**src/rtl/fetch_ctrl.sv**
```systemverilog
// Instruction-fetch sequencer: owns the PC, issues one imem request at a time,
// buffers the returned instruction for decode and applies execute redirects.
module fetch_ctrl #(
    parameter logic [63:0] RESET_PC = 64'd0
) (
    input  logic        clk,
    input  logic        reset,
    output logic        imem_req,
    output logic [63:0] imem_addr,
    input  logic        imem_gnt,
    input  logic        imem_rvalid,
    input  logic [31:0] imem_rdata,
    input  logic        redirect_valid,
    input  logic [63:0] redirect_pc,
    output logic        if_valid,
    output logic [31:0] if_instr,
    output logic [63:0] if_pc,
    input  logic        id_ready,
    output logic [31:0] fetch_count
);

    typedef enum logic [1:0] {
        S_IDLE,
        S_ISSUE,
        S_WAIT,
        S_HOLD
    } state_t;

    state_t      r_state,       w_state_nxt;
    logic [63:0] r_pc,          w_pc_nxt;
    logic [63:0] r_req_pc,      w_req_pc_nxt;
    logic        r_kill,        w_kill_nxt;
    logic        r_if_valid,    w_if_valid_nxt;
    logic [31:0] r_if_instr,    w_if_instr_nxt;
    logic [63:0] r_if_pc,       w_if_pc_nxt;
    logic [31:0] r_fetch_count, w_fetch_count_nxt;
    logic [63:0] w_redirect_pc;

    // Masking rather than slicing keeps every redirect_pc bit in use.
    assign w_redirect_pc = redirect_pc & ~64'd3;

    // NOTE: every next-state signal gets a default first so no latch is inferred.
    always_comb begin
        w_state_nxt       = r_state;
        w_pc_nxt          = r_pc;
        w_req_pc_nxt      = r_req_pc;
        w_kill_nxt        = r_kill;
        w_if_valid_nxt    = r_if_valid;
        w_if_instr_nxt    = r_if_instr;
        w_if_pc_nxt       = r_if_pc;
        w_fetch_count_nxt = r_fetch_count;

        case (r_state)
            S_IDLE: w_state_nxt = S_ISSUE;
            S_ISSUE: begin
                if (imem_gnt) begin
                    w_req_pc_nxt = r_pc;
                    w_state_nxt  = S_WAIT;
                end
            end
            S_WAIT: begin
                if (imem_rvalid) begin
                    if (r_kill) begin
                        w_kill_nxt  = 1'b0;
                        w_state_nxt = S_ISSUE;
                    end else begin
                        w_if_instr_nxt = imem_rdata;
                        w_if_pc_nxt    = r_req_pc;
                        w_if_valid_nxt = 1'b1;
                        w_pc_nxt       = r_req_pc + 64'd4;
                        w_state_nxt    = S_HOLD;
                    end
                end
            end
            S_HOLD: begin
                if (id_ready) begin
                    w_if_valid_nxt    = 1'b0;
                    w_fetch_count_nxt = r_fetch_count + 32'd1;
                    w_state_nxt       = S_ISSUE;
                end
            end
            default: w_state_nxt = S_IDLE;
        endcase

        // A redirect overrides the normal transition; any in-flight request becomes stale.
        if (redirect_valid) begin
            w_pc_nxt          = w_redirect_pc;
            w_if_valid_nxt    = 1'b0;
            w_if_instr_nxt    = r_if_instr;
            w_if_pc_nxt       = r_if_pc;
            w_fetch_count_nxt = r_fetch_count;
            case (r_state)
                S_ISSUE: begin
                    w_kill_nxt  = imem_gnt;
                    w_state_nxt = imem_gnt ? S_WAIT : S_ISSUE;
                end
                S_WAIT: begin
                    w_kill_nxt  = ~imem_rvalid;
                    w_state_nxt = imem_rvalid ? S_ISSUE : S_WAIT;
                end
                S_HOLD:  w_state_nxt = S_ISSUE;
                default: w_state_nxt = S_ISSUE;
            endcase
        end
    end

    // NOTE: sequential state uses non-blocking assignments so all registers update together.
    always_ff @(posedge clk or posedge reset) begin
        if (reset) begin
            r_state       <= S_IDLE;
            r_pc          <= RESET_PC;
            r_req_pc      <= RESET_PC;
            r_kill        <= 1'b0;
            r_if_valid    <= 1'b0;
            r_if_instr    <= 32'd0;
            r_if_pc       <= 64'd0;
            r_fetch_count <= 32'd0;
        end else begin
            r_state       <= w_state_nxt;
            r_pc          <= w_pc_nxt;
            r_req_pc      <= w_req_pc_nxt;
            r_kill        <= w_kill_nxt;
            r_if_valid    <= w_if_valid_nxt;
            r_if_instr    <= w_if_instr_nxt;
            r_if_pc       <= w_if_pc_nxt;
            r_fetch_count <= w_fetch_count_nxt;
        end
    end

    assign imem_req    = (r_state == S_ISSUE);
    assign imem_addr   = r_pc;
    assign if_valid    = r_if_valid;
    assign if_instr    = r_if_instr;
    assign if_pc       = r_if_pc;
    assign fetch_count = r_fetch_count;

endmodule

```
**config.mk**
```make
export PLATFORM = sky130hd
export DESIGN_NAME = fetch_ctrl
export DESIGN_NICKNAME = d
export VERILOG_FILES = /design/src/rtl/fetch_ctrl.sv
export SDC_FILE = /design/constraint.sdc
export NUM_CORES = 1
export LEC_CHECK = 0
export ABC_AREA = 1
export BUFFER_PORTS_ARGS = -buffer_cell sky130_fd_sc_hd__buf_2
export CAP_MARGIN = 20
export CORE_MARGIN = 4
export CORE_UTILIZATION = 49
export CTS_BUF_LIST = sky130_fd_sc_hd__clkbuf_8 sky130_fd_sc_hd__clkbuf_16
export DETAILED_ROUTE_END_ITERATION = 12
export GPL_TIMING_DRIVEN = 0
export PLACE_DENSITY = 0.77
export SYNTH_ARGS = -nofsm -noshare
export SYNTH_HDL_FRONTEND = slang
export SYNTH_SLANG_ARGS = --single-unit
```
**constraint.sdc**
```tcl
create_clock -name clk -period 8 [get_ports clk]
set_input_delay 1.2 -clock clk [delete_from_list [all_inputs] [get_ports clk]]
set_output_delay 1.2 -clock clk [all_outputs]
set_load 0.01 [all_outputs]
```
**Word level (Yosys, flattened, before mapping)**

Index checks and enable logic that the tools add are counted.
Widths: inputs -> output; s select.

- Add/sub/neg operators: 2
- Equality and inequality tests: 8
- Muxes and demuxes: 22
- Bitwise operators: 3
- Reduce and logical (&&, ||, !) cells: 10

Operator list:

| kind | number |
|---|---|
| $mux 64 | 4 |
| $add 64x3->64 const B | 1 |
| $add 32x1->32 const B | 1 |
| $mux 2 | 7 |
| $ne 3x3->1 const B | 3 |
| $reduce_and 3->1 | 3 |
| $pmux 2 s4 | 1 |
| $reduce_and 4->1 | 2 |
| $mux 1 | 7 |
| $eq 2x2->1 const B | 2 |
| $pmux 1 s2 | 2 |
| $pmux 2 s2 | 1 |
| $reduce_bool 2->1 | 2 |
| $ne 3x1->1 const B | 1 |
| $not 1->1 | 3 |
| $reduce_bool 3->1 | 1 |
| $eq 2x1->1 const B | 1 |
| $logic_not 2->1 | 1 |
| $ne 2x2->1 const B | 1 |
| $reduce_and 2->1 | 1 |

- Flip-flop bits (word level): 260
- Input bits: 102
- Output and inout port bits: 194
- Logic and storage cells: 53

**Depth between registers and ports, before layout**

- Depth after elaboration: 5
- Gate-level depth with buffers: 11
- Gate-level depth less buffers: 11

**Worst setup path before layout**

Ideal clock, no wire load.

- Path type: input -> register
- Start point: in redirect_valid
- End point: reg r_if_instr[10], in the netlist if_instr[10]
- Setup time: 117 ps
- Arrival time: 2200 ps
- Required time: 7883 ps
- Path slack: 5683 ps
- Stages on the path: 7
- Buffers on the path: 3
- Path through: buf_2 -> nor3_2 -> inv_2 -> buf_2 -> clkbuf_1 -> nand2_1 -> nand2_1

- Word-level cells in the longest chain between the ends: 2

Ends and longest elaborated chain:

| item | line | text |
|---|---|---|
| start: declaration | 13 | `input logic redirect_valid,` |
| $not 1->1 (no source line) | n/a |  |
| $reduce_and 4->1 (no source line) | n/a |  |
| end signal: assignment | 124 | `r_if_instr <= w_if_instr_nxt;` |
| end: declaration | 34 | `logic [31:0] r_if_instr, w_if_instr_nxt;` |

Every way passes these cells.
A chain may end at the register's enable or synchronous reset.

**Worst setup path in the final report**

- Start point: in redirect_valid
- End point: reg r_if_instr[13], in the netlist if_instr[13]

The elaborated chain is that of the path after synthesis.

==> flow_summary.ini <==
[outcome]
status = finished, final reports clean

[drt]
drc = 0
avgRoutedWirePerCell_um = 18.92
routed_via_density = 5.346
postRouteAntennaNets = 0
route.vias.total = 12440
drtIter0Drc = 1109
wl_um = 44030
dr.pass1.iters = 6

[yosys]
synth_ff_type = dfrtp_1
synthesis.nets = 1756
syn_area_um2 = 12730
ys_ff_latch = 260
synth_edf_count = 0
synthArstFlopShare = 1.000
seq_area_frac_synth = 0.5109
synth_cell_types = 36
syn_avg_cell_area_um2 = 7.723
syn_inst = 1649
yosys_warnings = 0

[worst_setup_path]
path_cells = buf_2 -> buf_2 -> nor3_2 -> inv_2 -> buf_2 -> clkbuf_1 -> nand2_1 -> nand2_1
crit_arrival_ns = 3.17
crit_top_cell = buf_2
critPathLaunchType = primary input
crit_slowest_cell = nor3_2
path_class = primary input to register
end_kind = register
required_ns = 8.41
cp_slowest_stage_delay_ns = 0.55
cp_max_fo = 10

[clock_network]
cts_tree = built
cts.sinks = 260
htree_levels = 1
path_clk_slew_ns = 0.06
postCtsSetupRepairBufs = 0
numCtsBuffers = 27
cts_buffer_depth = 3
cts_hold_buf = 0
ctsResizeCount = 0
clk_latency_ns = 0.53
cts-root-buf = clkbuf_16

[sta]
slew_violations = 0
worst_pin_slew_ns = 0.8159
relSlewSlack = 0.4561
setup_tns_ns = 0
setup_ws_ns = 5.244
rsz0062_at_grt = no
finalHoldViolCount = 0
setup_viol = 0
fin_worst_skew_ns = 0.01395
final.period_utilization = 0.3445
hold_ws_ns = 0.4679
fmax_mhz = 362.9
period_needed_ns = 2.756

[global_route]
grt_pass1_vias = 12370
gr-total-overflow = 0
grt_usage = 0.3019
grt_max_degree = 46
antenna_found_initial = 0
grt_pass1_wl_um = 68350

[job]
cap_violations = 0

[floorplanning]
die_w_um = 169.2
design.die.area_um2 = 28630
rows = 58
ioPinCount = 296
start_util = 0.5014
core_um2 = 25400
die_y_um = 169.2

[finish]
final_util = 0.6177
fill_cells = 2329
drive_above_1_share = 0.2063
diodes = 0
multi_input_area_um2 = 5507
regArea_um2 = 6506
area_growth_syn_to_layout_pct = 23.20
finalNetCount = 2084

[placed_design]
dp_worst_setup_slack_ns = 4.755
port-buffer-count = 293
gp_congestion = 0.9853
hpwl_um = 34510

[pwr]
ir_worst_vdd_uv = 217.4
p_leak_nw = 8.386
cellPowerDensity_nw_per_um2 = 340.1
finalPower_mw = 5.336

[hold_path]
hold_class = register to register
[Yosys cell counts, types with 18 or more instances]
cell type    n  share of area
nand2_1    525           0.15
dfrtp_1    260           0.51
nor2_1     251          0.074
inv_1      118          0.035
o21ai_0     90          0.035
nand3_1     81          0.032
a21oi_1     76          0.030
clkbuf_1    35          0.010
o21ai_1     35          0.014
xor2_1      28          0.019
nand4_1     19         0.0093
xnor2_1     18          0.012
[power breakdown]
group	leakage, nW	total (mW)	internal (mW)	switching, mW
Sequential	3.22	2.18	1.78	0.395
Combinational	4.69	1.82	0.634	1.19
Clock	0.482	1.33	0.808	0.524
Total	8.39	5.34	3.23	2.11
[layout make-up]
type	instances	area share
Buffer	60	0.01563
Inverter	127	0.03062
Timing Repair Buffer	299	0.1011
Clock buffer	34	0.04921
Sequential cell	260	0.4147
Clock inverter	15	0.01140
Multi-Input combinational cell	1202	0.3510
Tap cell	330	0.02632
[final timing paths]
kind / startpoint / end / slack [ns] / cells past startpoint
worst max register to register: r_state[0] / r_req_pc[19] / 5.35 / 5
worst min-delay path: if_pc[4] / if_pc[4] / 0.47 / 2
worst min register to register: if_pc[4] / if_pc[4] / 0.47 / 2
worst max-delay path: redirect_valid / if_instr[13] / 5.24 / 8
max in group asynchronous: reset / imem_addr[24] / 6.07 / 5
min in group asynchronous: reset / fetch_count[10] / 0.78 / 2
[routing by layer]
layer / track usage / vias up / share of wire
met5: 0 / - / 0
met4: 0.07910 / 0 / 0.026
met3: 0.05288 / 78 / 0.085
met2: 0.5113 / 536 / 0.47
met1: 0.4059 / 5942 / 0.41
li1: - / 5885 / -
[through the flow]
step                      instances  area [um2]
after global routing           2327       15690
after detailed placement       2278       14740
final                          2327       15690
after CTS                      2327       15690
after floorplan                1649       12740
after global placement         2272       14620
[placed cells by master, fill, tap and decap left out, types with 12 or more instances in the layout]
master / synthesis / layout
xnor2_1: 18 / 18
nand2_2: 12 / 12
nand4_1: 19 / 19
nand3_1: 81 / 81
clkbuf_16: 0 / 27
nand2_1: 525 / 525
buf_2: 16 / 309
o21ai_1: 35 / 35
a21oi_1: 76 / 76
xor2_1: 28 / 28
inv_1: 118 / 119
nor2_1: 251 / 251
dfrtp_1: 260 / 260
clkbuf_1: 35 / 35
o21ai_0: 90 / 90
[logic make-up (layout without fill, tap and decap cells)]
logic type | count (synthesis) | after routing | synth area share
XOR/XNOR | 46 | 46 | 0.03164
multiplexers | 1 | 1 | 0.0008842
adder cells (fa/ha/maj) | 5 | 5 | 0.004913
AO/OA/AOI/OAI | 224 | 224 | 0.09206
AND/OR/NAND/NOR | 926 | 926 | 0.3029
buffers and inverters | 187 | 535 | 0.05669
flip-flops | 260 | 260 | 0.5109
[state kept, by name, indices dropped and copies added, names as in the netlist]
name,count
fetch_count,32
if_instr,32
if_pc,64
if_valid,1
imem_addr,64
r_kill,1
r_req_pc,64
r_state,2
[worst max-delay path: cells and delay by family]
| family | cells | cell delay, ns |
|---|---|---|
| buffers and inverters | 5 | 1.22 |
| and+or+nand+nor | 3 | 0.73 |
Note: power is estimated with default switching activity, not from simulation.
